===== src/rtl/guess_game_ctrl.sv =====
// guess_game_ctrl: control FSM for the number-guessing game; synchronises Enter,
// sequences check/decrement of the guess datapath and drives hint/win/lose outputs.
module guess_game_ctrl #(
    parameter int SYNC_STAGES  = 2,
    parameter int BLINK_CYCLES = 25000000
) (
    input  logic       clk,
    input  logic       reset_n,
    input  logic       i_enter,
    input  logic       i_over,
    input  logic       i_under,
    input  logic       i_equal,
    input  logic       i_out_of_guesses,
    output logic       o_inc_actual,
    output logic       o_dec_guesses,
    output logic       o_over_led,
    output logic       o_under_led,
    output logic       o_win,
    output logic       o_lose,
    output logic [3:0] o_state
);
    localparam int CW = $clog2(BLINK_CYCLES);

    typedef enum logic [3:0] {
        S_SEED     = 4'd0,
        S_SEED_REL = 4'd1,
        S_IDLE     = 4'd2,
        S_CHECK    = 4'd3,
        S_DEC      = 4'd4,
        S_TEST     = 4'd5,
        S_REL      = 4'd6,
        S_WIN      = 4'd7,
        S_LOSE     = 4'd8
    } state_t;

    state_t                 r_state;
    logic [SYNC_STAGES-1:0] r_sync;
    logic                   r_enter_d;
    logic [CW-1:0]          r_cnt;
    logic                   w_enter_s;
    logic                   w_press;

    assign w_enter_s     = r_sync[SYNC_STAGES-1];
    assign w_press       = w_enter_s & ~r_enter_d;
    assign o_inc_actual  = (r_state == S_SEED);
    assign o_dec_guesses = (r_state == S_DEC);
    assign o_state       = r_state;

    always_ff @(posedge clk or negedge reset_n) begin
        if (!reset_n) begin
            r_state     <= S_SEED;
            r_sync      <= '0;
            r_enter_d   <= 1'b0;
            r_cnt       <= '0;
            o_over_led  <= 1'b0;
            o_under_led <= 1'b0;
            o_win       <= 1'b0;
            o_lose      <= 1'b0;
        end else begin
            r_sync    <= {r_sync[SYNC_STAGES-2:0], i_enter};
            r_enter_d <= w_enter_s;
            case (r_state)
                S_SEED:     if (w_press) r_state <= S_SEED_REL;
                S_SEED_REL: if (!w_enter_s) r_state <= S_IDLE;
                S_IDLE:     if (w_press) r_state <= S_CHECK;
                S_CHECK: begin
                    // equality wins even if the datapath also flags over/under
                    if (i_equal) begin
                        r_state     <= S_WIN;
                        o_win       <= 1'b1;
                        r_cnt       <= '0;
                        o_over_led  <= 1'b0;
                        o_under_led <= 1'b0;
                    end else begin
                        o_over_led  <= i_over;
                        o_under_led <= i_under;
                        r_state     <= S_DEC;
                    end
                end
                S_DEC:  r_state <= S_TEST;
                S_TEST: begin
                    r_state <= i_out_of_guesses ? S_LOSE : S_REL;
                    o_lose  <= i_out_of_guesses;
                end
                S_REL:  if (!w_enter_s) r_state <= S_IDLE;
                S_WIN: begin
                    if (r_cnt == CW'(BLINK_CYCLES - 1)) begin
                        r_cnt <= '0;
                        o_win <= ~o_win;
                    end else begin
                        r_cnt <= r_cnt + CW'(1);
                    end
                end
                S_LOSE: ;
                default: r_state <= S_SEED;
            endcase
        end
    end
endmodule


===== config.mk =====
export PLATFORM = sky130hd
export DESIGN_NAME = guess_game_ctrl
export DESIGN_NICKNAME = d
export VERILOG_FILES = /design/src/rtl/guess_game_ctrl.sv
export SDC_FILE = /design/constraint.sdc
export NUM_CORES = 1
export LEC_CHECK = 0
export ABC_AREA = 0
export CAP_MARGIN = 25
export CORE_ASPECT_RATIO = 0.6
export CORE_UTILIZATION = 57
export CTS_CLUSTER_DIAMETER = 30
export DETAILED_ROUTE_END_ITERATION = 8
export PLACE_DENSITY_LB_ADDON = 0.12
export SLEW_MARGIN = 20
export SYNTH_ARGS = -nofsm -noshare
export SYNTH_HDL_FRONTEND = slang
export SYNTH_SLANG_ARGS = --single-unit

===== constraint.sdc =====
create_clock -name clk -period 3 [get_ports clk]
set_input_delay 0.3 -clock clk [delete_from_list [all_inputs] [get_ports clk]]
set_output_delay 0.3 -clock clk [all_outputs]
set_load 0.005 [all_outputs]

==> reports/qor.csv <==
metric,value,unit
outcome,"finished, final reports clean",
syn_avg_cell_area,8.83,um2
post_cts_buffers,0,
rows,16,
finalSetupTns,0,ps
peakVddDrop,0.494,mV
vias_per_cell,6.60,
finalHoldViolations,0,
async_reset_ff_frac,1.00,
yosys_warnings,0,
cp_max_fo,9,
synth-seq-cells,36,
synth_edf_count,0,
nNetsFinal,243,
hold_path.class,input pin to async pin,
boundaryPins,17,
clockBufferDepth,2,
period_share,0.849,
yosysSeqAreaShare,0.459,
overflow,0,
final_common_cell,dfrtp_1,
antenna_found_initial,0,
clock-sinks,36,
rsz0062_at_grt,false,
grt.total_usage,0.289,
tritoncts,yes,
critPathMaxStageDelay,540,ps
path_cells,or4b_1 > or4_4 > o21ai_1 > buf_4 > nor3_1 > o21bai_1,
worst_pin_slew,882,ps
grt_max_degree,37,
startpoint,r_cnt[15],
yosys.cell_types.count,41,
cp-end-kind,flip-flop,
drc,0,
die_area,3690,um2
cts_buffers,5,
vias,1855,
skew,6.53,ps
setup_viol,0,
place_congestion,0.831,
crit_required,3180,ps
cts_max_level,2,
coreArea,3260,um2
syn-num-nets,230,
place_ws,466,ps
worst_r2r_path_depth,6,
worstSkewPairLatency,290,ps
worst_path_max_delay_cell,or4b_1,
max_cap_violations,0,
fmax,393,MHz
wl,4800,um
maxSlewViolCount,0,
cp_top_family,simple AND/OR/NAND/NOR gates,
die_w,77.7,um
place_hpwl,3350,um
final_core_util,0.676,
clock-root-buffer,clkbuf_8,
grt_pass1_wl,7710,um
crit_buf_inv,1,
dr.pass1.iters,5,
cp.arrival,2730,ps
relSlewSlack,0.406,
rr_startpoint,r_cnt[15],
start_kind,flip-flop,
synth_flop_cell,dfrtp_1,
drive_gt1_frac,0.0636,
min_period,2550,ps
synth_cells,222,
crit_cells,6,
power.leakage,0.849,nW
avgRoutedWirePerCell,17.1,um
area_delta_synth_final,12.4,%
holdBufCountCts,0,
placed_area,2110,um2
final_area,2200,um2
drtIter0Drc,303,
worstSetupPathType,flip-flop to flip-flop,
layout_common_cells,"dfrtp_1, nand2_1, a21oi_1, nor2_1, clkdlybuf4s50_1",
grt_pass1_vias,1559,
setup_ws,454,ps
powerDensity,817,nW/um2
netlist_area,1960,um2
antennaDiodeCount,0,
die_y,47.4,um
ant_nets,0,
initial_core_util,0.601,
cts_resized,0,
io_buffers,16,
clk_pin_slew_worst_paths,70,ps
routing by layer:
layer,track usage,share of wire
met1,0.413,0.46
met2,0.434,0.43
met3,0.0762,0.094
met4,0.102,0.014
met5,0,0
sequential cells by signal, indices dropped and copies added, names as in the netlist:
name,flops
o_over_led,1
o_state,4
r_enter_d,1
r_cnt,25
r_sync,2
o_lose,1
o_under_led,1
o_win,1
cells by family after synthesis:
family	share of synthesized area
adders and majority gates	0.00638
muxes	0.0204
and+or+nand+nor	0.260
buffers and inverters	0.0523
DFF	0.459
AOI/OAI and AO/OA	0.201
synthesized netlist by cell type (all sizes together), types with 2 or more instances:
| cell type | instances | area [um2] |
|---|---|---|
| nand2b | 6 | 37.5 |
| mux2i | 4 | 40.0 |
| and4 | 3 | 26.3 |
| o21ai | 18 | 90.1 |
| nand3 | 8 | 40.0 |
| o21bai | 2 | 15.0 |
| o22ai | 2 | 12.5 |
| inv | 8 | 30.0 |
| a21o | 2 | 15.0 |
| or3 | 2 | 12.5 |
| or4 | 2 | 18.8 |
| dfrtp | 36 | 901 |
| nor4 | 5 | 31.3 |
| a22o | 3 | 26.3 |
| nor2 | 18 | 67.6 |
| and3 | 2 | 12.5 |
| nand4 | 12 | 75.1 |
| buf | 5 | 46.3 |
| a211oi | 2 | 15.0 |
| a21oi | 19 | 95.1 |
| nand3b | 3 | 22.5 |
| nand2 | 20 | 75.1 |
| nor3 | 9 | 45.0 |
| or2 | 2 | 12.5 |
| clkbuf | 7 | 26.3 |
| a31oi | 11 | 68.8 |
| o21a | 2 | 22.5 |
worst paths after layout:
check	to	slack [ps]
setup / recovery	r_cnt[18]	450
hold / removal	r_cnt[23]	80
setup reg to reg	r_cnt[18]	450
hold reg to reg	r_sync[1]	360
max in group asynchronous	o_state[2]	2400
min in group clk	r_sync[1]	360
cell type report:
class	instances	area, um2
Inverter	8	30.0
Fill cell	262	1060
Clock buffer	8	90.1
Timing Repair Buffer	18	170
Multi-Input combinational cell	166	957
Sequential cell	36	901
Tap cell	45	56.3
power by group:
part | switching (mW) | internal, mW | total, mW
Sequential | 0.266 | 0.667 | 0.932
Combinational | 0.229 | 0.282 | 0.511
Clock | 0.171 | 0.187 | 0.358
Total | 0.665 | 1.14 | 1.80
stage by stage:
stage / power (mW) / hold slack (ps) / instances
3_3_place_gp: 1.38 / 344 / 273
3_5_place_dp: 1.44 / 347 / 273
5_1_grt: 1.92 / 163 / 281
2_1_floorplan: 1.21 / 4.41 / 222
6_report: 1.80 / 83.1 / 281
4_1_cts: 1.79 / 120 / 281
Power figures use the tool's default switching activity.
